==> src/rtl/axil_arbiter.sv <==
// Two-requester AXI-Lite arbiter: instruction fetch (read-only) and load/store share one master port.
// One transaction in flight at a time; round-robin on contention; grant held until the response completes.
module axil_arbiter #(
  parameter int ADDR_WIDTH = 32,
  parameter int DATA_WIDTH = 32
) (
  input  logic                    i_Clock,
  input  logic                    i_Reset,
  // port 0: instruction fetch, read only
  input  logic [ADDR_WIDTH-1:0]   s0_araddr,
  input  logic                    s0_arvalid,
  output logic                    s0_arready,
  output logic [DATA_WIDTH-1:0]   s0_rdata,
  output logic                    s0_rvalid,
  input  logic                    s0_rready,
  // port 1: load/store
  input  logic [ADDR_WIDTH-1:0]   s1_araddr,
  input  logic                    s1_arvalid,
  output logic                    s1_arready,
  output logic [DATA_WIDTH-1:0]   s1_rdata,
  output logic                    s1_rvalid,
  input  logic                    s1_rready,
  input  logic [ADDR_WIDTH-1:0]   s1_awaddr,
  input  logic                    s1_awvalid,
  output logic                    s1_awready,
  input  logic [DATA_WIDTH-1:0]   s1_wdata,
  input  logic [DATA_WIDTH/8-1:0] s1_wstrb,
  input  logic                    s1_wvalid,
  output logic                    s1_wready,
  output logic [1:0]              s1_bresp,
  output logic                    s1_bvalid,
  input  logic                    s1_bready,
  // shared master port
  output logic [ADDR_WIDTH-1:0]   m_araddr,
  output logic                    m_arvalid,
  input  logic                    m_arready,
  input  logic [DATA_WIDTH-1:0]   m_rdata,
  input  logic                    m_rvalid,
  output logic                    m_rready,
  output logic [ADDR_WIDTH-1:0]   m_awaddr,
  output logic                    m_awvalid,
  input  logic                    m_awready,
  output logic [DATA_WIDTH-1:0]   m_wdata,
  output logic [DATA_WIDTH/8-1:0] m_wstrb,
  output logic                    m_wvalid,
  input  logic                    m_wready,
  input  logic [1:0]              m_bresp,
  input  logic                    m_bvalid,
  output logic                    m_bready,
  output logic [1:0]              o_Grant,
  output logic                    o_Busy
);

  typedef enum logic [2:0] {
    IDLE    = 3'd0,
    RD_ADDR = 3'd1,
    RD_DATA = 3'd2,
    WR_ADDR = 3'd3,
    WR_RESP = 3'd4
  } state_t;

  state_t state;
  logic   owner;
  logic   last_grant;
  logic   aw_done;
  logic   w_done;

  logic   req0;
  logic   req1;
  logic   wr_req;
  logic   grant;
  logic   aw_fin;
  logic   w_fin;

  assign req0   = s0_arvalid;
  assign wr_req = s1_awvalid && s1_wvalid;
  assign req1   = s1_arvalid || wr_req;
  // on a tie the port that did not win last time gets the bus
  assign grant  = (req0 && req1) ? ~last_grant : req1;
  assign aw_fin = aw_done || m_awready;
  assign w_fin  = w_done  || m_wready;

  always_ff @(posedge i_Clock or negedge i_Reset) begin
    if (!i_Reset) begin
      state      <= IDLE;
      owner      <= 1'b0;
      last_grant <= 1'b1;
      aw_done    <= 1'b0;
      w_done     <= 1'b0;
    end else begin
      case (state)
        IDLE: begin
          if (req0 || req1) begin
            owner      <= grant;
            last_grant <= grant;
            state      <= (grant && wr_req) ? WR_ADDR : RD_ADDR;
          end
        end
        RD_ADDR: begin
          if (m_arready) state <= RD_DATA;
        end
        RD_DATA: begin
          if (m_rvalid && m_rready) state <= IDLE;
        end
        WR_ADDR: begin
          if (aw_fin && w_fin) begin
            state   <= WR_RESP;
            aw_done <= 1'b0;
            w_done  <= 1'b0;
          end else begin
            if (m_awready) aw_done <= 1'b1;
            if (m_wready)  w_done  <= 1'b1;
          end
        end
        WR_RESP: begin
          if (m_bvalid && s1_bready) state <= IDLE;
        end
        default: state <= IDLE;
      endcase
    end
  end

  // every handshake signal is a pure decode of state, so reset silences the bus at once
  always_comb begin
    s0_arready = 1'b0;
    s0_rdata   = '0;
    s0_rvalid  = 1'b0;
    s1_arready = 1'b0;
    s1_rdata   = '0;
    s1_rvalid  = 1'b0;
    s1_awready = 1'b0;
    s1_wready  = 1'b0;
    s1_bresp   = 2'b00;
    s1_bvalid  = 1'b0;
    m_araddr   = '0;
    m_arvalid  = 1'b0;
    m_rready   = 1'b0;
    m_awaddr   = '0;
    m_awvalid  = 1'b0;
    m_wdata    = '0;
    m_wstrb    = '0;
    m_wvalid   = 1'b0;
    m_bready   = 1'b0;
    case (state)
      RD_ADDR: begin
        m_arvalid = 1'b1;
        m_araddr  = owner ? s1_araddr : s0_araddr;
        if (owner) s1_arready = m_arready;
        else       s0_arready = m_arready;
      end
      RD_DATA: begin
        m_rready = owner ? s1_rready : s0_rready;
        if (owner) begin
          s1_rvalid = m_rvalid;
          s1_rdata  = m_rdata;
        end else begin
          s0_rvalid = m_rvalid;
          s0_rdata  = m_rdata;
        end
      end
      WR_ADDR: begin
        m_awvalid  = !aw_done;
        m_awaddr   = s1_awaddr;
        m_wvalid   = !w_done;
        m_wdata    = s1_wdata;
        m_wstrb    = s1_wstrb;
        s1_awready = m_awready && !aw_done;
        s1_wready  = m_wready && !w_done;
      end
      WR_RESP: begin
        m_bready  = s1_bready;
        s1_bvalid = m_bvalid;
        s1_bresp  = m_bresp;
      end
      default: ;
    endcase
  end

  assign o_Busy  = (state != IDLE);
  assign o_Grant = (state == IDLE) ? 2'b00 : (owner ? 2'b10 : 2'b01);

endmodule

==> config.mk <==
export PLATFORM = sky130hd
export DESIGN_NAME = axil_arbiter
export DESIGN_NICKNAME = d
export VERILOG_FILES = /design/src/rtl/axil_arbiter.sv
export SDC_FILE = /design/constraint.sdc
export NUM_CORES = 1
export LEC_CHECK = 0
export ABC_AREA = 1
export CAP_MARGIN = 20
export CORE_AREA = 5 5 138 140
export CTS_BUF_LIST = sky130_fd_sc_hd__clkbuf_2
export CTS_CLUSTER_SIZE = 30
export DETAILED_ROUTE_END_ITERATION = 12
export DIE_AREA = 0 0 143 145
export PLACE_DENSITY_LB_ADDON = 0.12
export SYNTH_ARGS = -nofsm -noshare
export SYNTH_HDL_FRONTEND = slang
export SYNTH_SLANG_ARGS = --single-unit
==> constraint.sdc <==
create_clock -name i_Clock -period 1.5 [get_ports i_Clock]
set_clock_uncertainty 0.05 [all_clocks]
set_input_delay 0.225 -clock i_Clock [delete_from_list [all_inputs] [get_ports i_Clock]]
set_output_delay 0.225 -clock i_Clock [all_outputs]
set_load 0.02 [all_outputs]
Word-level counts from Yosys, hierarchy flattened
Index checks and enable logic that the tools add are counted.
{"block": "op_classes", "n_eq_ne": 9, "muxes": 41, "bitwise": 1, "reduce_logical": 22}
{"operator": "two-way mux 32 bit", "count": 8}
{"operator": "two-way mux 1 bit", "count": 22}
{"operator": "two-way mux 3 bit", "count": 5}
{"operator": "case mux 3 bit (5 select lines)", "count": 1}
{"operator": "!= test 2 bit (second input constant)", "count": 5}
{"operator": "logical AND 1 bit", "count": 8}
{"operator": "two-way mux 2 bit", "count": 4}
{"operator": "equality test 3 x 2 -> 1 bit (second input constant)", "count": 2}
{"operator": "AND reduction 2 bit", "count": 3}
{"operator": "AND reduction 5 bit", "count": 1}
{"operator": "logical OR 1 bit", "count": 4}
{"operator": "two-way mux 4 bit", "count": 1}
{"operator": "nonzero test 2 bit", "count": 2}
{"operator": "equality test 3 x 1 -> 1 bit (second input constant)", "count": 1}
{"operator": "equality test 3 bit (second input constant)", "count": 1}
{"operator": "logical NOT 3 bit", "count": 1}
{"operator": "nonzero test 3 bit", "count": 1}
{"operator": "logical NOT 1 bit", "count": 2}
{"operator": "NOT 1 bit", "count": 1}
{"block": "word_totals", "register_bits": 7, "inputBits": 180, "out_inout_bits": 181, "elab_cells": 78}

Logic depth before layout (Yosys ltp)
{"block": "logic_depth", "depth_word": 8, "mapped_depth": 8, "mapped_depth_nobuf": 8}

Worst setup path after synthesis
Ideal clock, no wire load.
{"block": "synth_path", "path_kind": "register to output", "start": "reg state[2]", "end": "out s0_rdata[10]", "arrival_ps": 1274, "required_time_ps": 1225, "slack_ps": -49, "path_stages_with_launch": 7, "n_path_buf": 1, "path_cell_list": "dfrtp_1 > inv_2 > nand2_1 > nor2_2 > nand2_1 > buf_2 > nor2_1"}
{"block": "synth_via", "elab_chain_len": 2}
{"item": "start: declaration", "line_no": "62", "rtl": "state_t state;"}
{"item": "start signal: assignment", "line_no": "96", "rtl": "state <= (grant && wr_req) ? WR_ADDR : RD_ADDR;"}
{"item": "equality test 3 x 2 -> 1 bit", "line_no": "144", "rtl": "case (state)"}
{"item": "two-way mux 32 bit", "line_no": "144"}
{"item": "end: declaration", "line_no": "13", "rtl": "output logic [DATA_WIDTH-1:0] s0_rdata,"}
Every way passes these cells.

Worst setup path after layout
{"block": "layout_path", "start": "reg state[2]", "end": "out m_awaddr[12]"}
{"block": "layout_via", "elab_chain_len": 2}
{"item": "equality test 3 x 2 -> 1 bit", "line_no": "144"}
{"item": "two-way mux 32 bit", "line_no": "144"}
{"item": "end: declaration", "line_no": "40", "rtl": "output logic [ADDR_WIDTH-1:0] m_awaddr,"}
Every way passes these cells.

==> impl_summary.log <==
[metrics] highest achievable clock rate: around 570 MHz
[metrics] total iterations of the first detailed-routing run: 4
[metrics] Critical Path Slowest Stage Cell: sky130_fd_sc_hd__dfrtp_1
[metrics] weighted congestion at the end of routability-driven global placement: between 0.8 and 0.9
[metrics] global-route wire length before repair: between 20 and 25 mm
[metrics] die span in y: ~150 um
[metrics] area enclosed by the die boundary: 20700 um^2
[metrics] maximum count of clock buffers along a single path: 2
[metrics] leading area contributor after synthesis: sky130_fd_sc_hd__nor2_1
[metrics] share of final-layout standard cells stronger than drive strength 1: 36.7%
[metrics] Detail Placement HPWL: between 10 and 15 mm
[metrics] final clock period utilization by the worst path: 117%
[metrics] Cell Area, Synth: 1910 um^2
[metrics] Critical Path Max Stage Delay: slightly above 0.4 ns
[metrics] net count after synthesis: 623
[metrics] number of distinct library cells after synthesis: 17
[metrics] count of final setup violators: between 150 and 200
[metrics] Final ANT Viol Nets: 0
[metrics] Critical Path Sink: m_awaddr[12]
[metrics] detailed-route wire length per cell: between 10 and 15 um
[metrics] critical register-to-register path endpoint: state[0]
[metrics] post-layout worst setup margin: -0.262 ns
[metrics] transition time at the pin with the least slew margin: approximately 0.37 ns
[metrics] summed area of non-filler cells in the final layout: roughly 6100 um^2
[metrics] static leakage power: 3.31 nW
[metrics] FF-to-FF path depth: 9
[metrics] total number of placement rows: between 40 and 50
[metrics] area growth from synthesis to layout: 222%
[metrics] clock tree from TritonCTS: done
[metrics] setup slack, reg-to-reg: about 0.020 ns
[metrics] First DRT Iteration DRCs: 98
[metrics] Placed Area: roughly 6000 um^2
[metrics] dominant register cell in the synthesized netlist: sky130_fd_sc_hd__dfrtp_1
[metrics] crit path max fanout: 10
[metrics] Final Hold Fails: 0
[metrics] detailed-route DRC error count: 0
[metrics] total of buffers placed on input and output ports: 360
[metrics] total stage count of the critical path: 6
[metrics] clock period minus worst slack: ~1.8 ns
[metrics] number of fill cells in the layout: roughly 1900
[metrics] async set-or-reset flop fraction in the synthesized netlist: 100%
[metrics] vias post-DR: ~3900
[metrics] type of the worst setup path: flop to output pin
[metrics] number of max-cap violations: 0
[metrics] warnings from Yosys: 0
[metrics] flops & latches, synth: 7
[metrics] Initial Utilization: 10.8%
[metrics] I/O pins: approximately 360
[metrics] root cell of the clock tree: sky130_fd_sc_hd__clkbuf_2
[metrics] average cell area after synthesis: 4.31 um^2
[metrics] area share of the largest cell type after synthesis: 29.5%
[metrics] most common cell in the synthesized netlist: sky130_fd_sc_hd__nor2_1
[metrics] number of standard cells after synthesis: roughly 440
[metrics] number of buffers created by CTS: 3
[metrics] Max IR drop VDD: about 0.48 mV
[metrics] width of the chip: ~140 um
[metrics] delay-heaviest family, CP: buffers and inverters
[metrics] CTS HTree Levels: 1
[metrics] max-slew headroom at the worst pin: approximately three quarters
[metrics] most used standard cells in the synthesized netlist: sky130_fd_sc_hd__nor2_1, sky130_fd_sc_hd__inv_1, sky130_fd_sc_hd__nand2_1
[metrics] number of flops mapped to enable cells by yosys: 0
[metrics] total routed wirelength: 14.5 mm
[metrics] Power per Cell Area: roughly 1200 nW/um^2
[metrics] sequence of cells on the critical path: buf_4 -> nor2_4 -> inv_8 -> clkbuf_16 -> nor2_1 -> buf_4
[metrics] run status: finished, violations left
[metrics] Power Total: 7.55 mW
[metrics] setup repair after global routing missed its margin: yes
[metrics] most frequent cell on the critical path: sky130_fd_sc_hd__buf_4
[metrics] number of antenna violations at the first check in global routing: 1
[metrics] failing checks: negative setup slack
[metrics] Buf/Inv on CP: 4
[metrics] clock-pin slew reported for the worst setup and hold paths after clock tree synthesis: ~0.07 ns
[metrics] kind of start point of the critical path: flop
[metrics] final net count: approximately 1000
[metrics] largest net degree at the start of global routing: 34
[metrics] ranking of synthesized cells by area: sky130_fd_sc_hd__nor2_1, sky130_fd_sc_hd__inv_1, sky130_fd_sc_hd__nand2_1
[metrics] Critical Path End Type: output pin
[metrics] post-DR vias/cell: 3.68
[metrics] worst-skew pair later-pin latency: between 0.2 and 0.25 ns
[metrics] Data required, critical path: approximately 1.2 ns
[metrics] number of sinks on the clock net: 7
[metrics] path type of the worst min-delay path: primary input to asynchronous set/reset pin
[metrics] post-cts hold buffer count: 0
[metrics] total count of max-transition violations in the final report: 0
[metrics] gr usage total: between 10% and 20%
[metrics] placeable core region: 17700 um^2
[metrics] startpoint of the worst register-to-register path: state[0]
[metrics] Critical Path Source: state[2]
[metrics] critical path data arrival time: roughly 1.5 ns
[metrics] overall overflow remaining after global route: 0
[metrics] vias in the first global route: between 3000 and 4000
[metrics] proportion of synthesized chip area in sequential cells: 9.25%
-- logic make-up (layout without fill, tap and decap cells) --
family                 after synthesis  after routing  share of synthesized area (%)
buffers and inverters              141            518                           28.9
AND/OR/NAND/NOR                    258            258                           52.1
AO/OA/AOI/OAI                       37             37                           9.84
flip-flops                           7              7                           9.25
other                                0              1                              0
-- layer usage --
metal | routed length (um) | track usage (%) | vias up | part of all wire [%]
met5 | 0 | 0 | - | 0
met4 | 396 | 4.04 | 0 | 2.7
met3 | 1230 | 2.93 | 24 | 8.5
met2 | 7750 | 24.4 | 198 | 53
met1 | 5130 | 12.9 | 1644 | 35
li1 | - | - | 2001 | -
-- worst min path at each step --
stage | start | endpoint
floorplan | i_Reset | aw_done
global placement | last_grant | last_grant
detailed placement | last_grant | last_grant
CTS | i_Reset | aw_done
global route | i_Reset | aw_done
finish | i_Reset | aw_done
-- worst register-to-register path, stage by stage (launching register included) --
cell and delay, ns:
sky130_fd_sc_hd__dfrtp_2 0.47, sky130_fd_sc_hd__nand2_1 0.14, sky130_fd_sc_hd__nor2_4 0.06, sky130_fd_sc_hd__buf_4 0.15, sky130_fd_sc_hd__nand2_1 0.08, sky130_fd_sc_hd__nand2_1 0.05, sky130_fd_sc_hd__nor2_1 0.20, sky130_fd_sc_hd__nand2_1 0.08
sky130_fd_sc_hd__nand2_1 0.07, sky130_fd_sc_hd__nand2_1 0.04
-- layout make-up --
class	count	area (um^2)	share of cell area (%)
timing repair buffer	396	3750	61.0
multi-input combinational	295	1460	23.7
inverter	118	450	7.33
tap	229	287	4.66
sequential	7	179	2.91
clock buffer	4	20.0	0.326
antenna	1	2.50	0.0407
-- where the power goes --
group | internal, mW | switching (mW) | total, mW
logic | 3.03 | 3.99 | 7.02
registers | 0.296 | 0.100 | 0.396
clock network | 0.0710 | 0.0678 | 0.139
-- flip-flops by register name (all words and copies together) (netlist names) --
name / cells
aw_done: 1
last_grant: 1
owner: 1
state: 3
w_done: 1
-- metrics by stage --
step | instances | setup slack, ns | setup TNS [ns] | hold slack [ns] | utilization [%]
after global placement | 1036 | -0.482 | -69.49 | 0.404 | 33.8
final | 1050 | -0.262 | -35.23 | 0.227 | 34.7
after CTS | 1042 | -0.253 | -37.25 | 0.232 | 31.2
after floorplan | 443 | -0.0494 | -3.98 | -0.121 | -
after detailed placement | 1036 | -0.478 | -69.62 | 0.410 | 33.8
after global routing | 1050 | -0.366 | -57.04 | 0.212 | 34.7
-- cells in the final DEF, fill, tap and decap left out --
cell type	n
sky130_fd_sc_hd__a21oi_1	26
sky130_fd_sc_hd__a21oi_2	7
sky130_fd_sc_hd__and3_4	1
sky130_fd_sc_hd__buf_12	6
sky130_fd_sc_hd__buf_16	1
sky130_fd_sc_hd__buf_2	31
sky130_fd_sc_hd__buf_4	110
sky130_fd_sc_hd__buf_6	57
sky130_fd_sc_hd__buf_8	1
sky130_fd_sc_hd__clkbuf_16	4
sky130_fd_sc_hd__clkbuf_2	5
sky130_fd_sc_hd__clkdlybuf4s15_2	6
sky130_fd_sc_hd__clkdlybuf4s50_1	179
sky130_fd_sc_hd__dfrtp_1	4
sky130_fd_sc_hd__dfrtp_2	2
sky130_fd_sc_hd__dfstp_2	1
sky130_fd_sc_hd__diode_2	1
sky130_fd_sc_hd__inv_1	114
sky130_fd_sc_hd__inv_2	3
sky130_fd_sc_hd__inv_8	1
sky130_fd_sc_hd__nand2_1	91
sky130_fd_sc_hd__nand2_2	4
sky130_fd_sc_hd__nand3_1	8
sky130_fd_sc_hd__nor2_1	92
sky130_fd_sc_hd__nor2_2	42
sky130_fd_sc_hd__nor2_4	18
sky130_fd_sc_hd__nor3_1	1
sky130_fd_sc_hd__nor3_2	1
sky130_fd_sc_hd__o21ai_0	2
sky130_fd_sc_hd__o22ai_1	2
-- what timing repair did --
action                     CTS  global route
resized for setup          837           164
pin swaps                    0             0
buffers inserted             1             1
hold endpoints to repair     0             0
setup endpoints to repair  181           184
cloned                       1             6
Note: power is estimated with default switching activity, not from simulation.
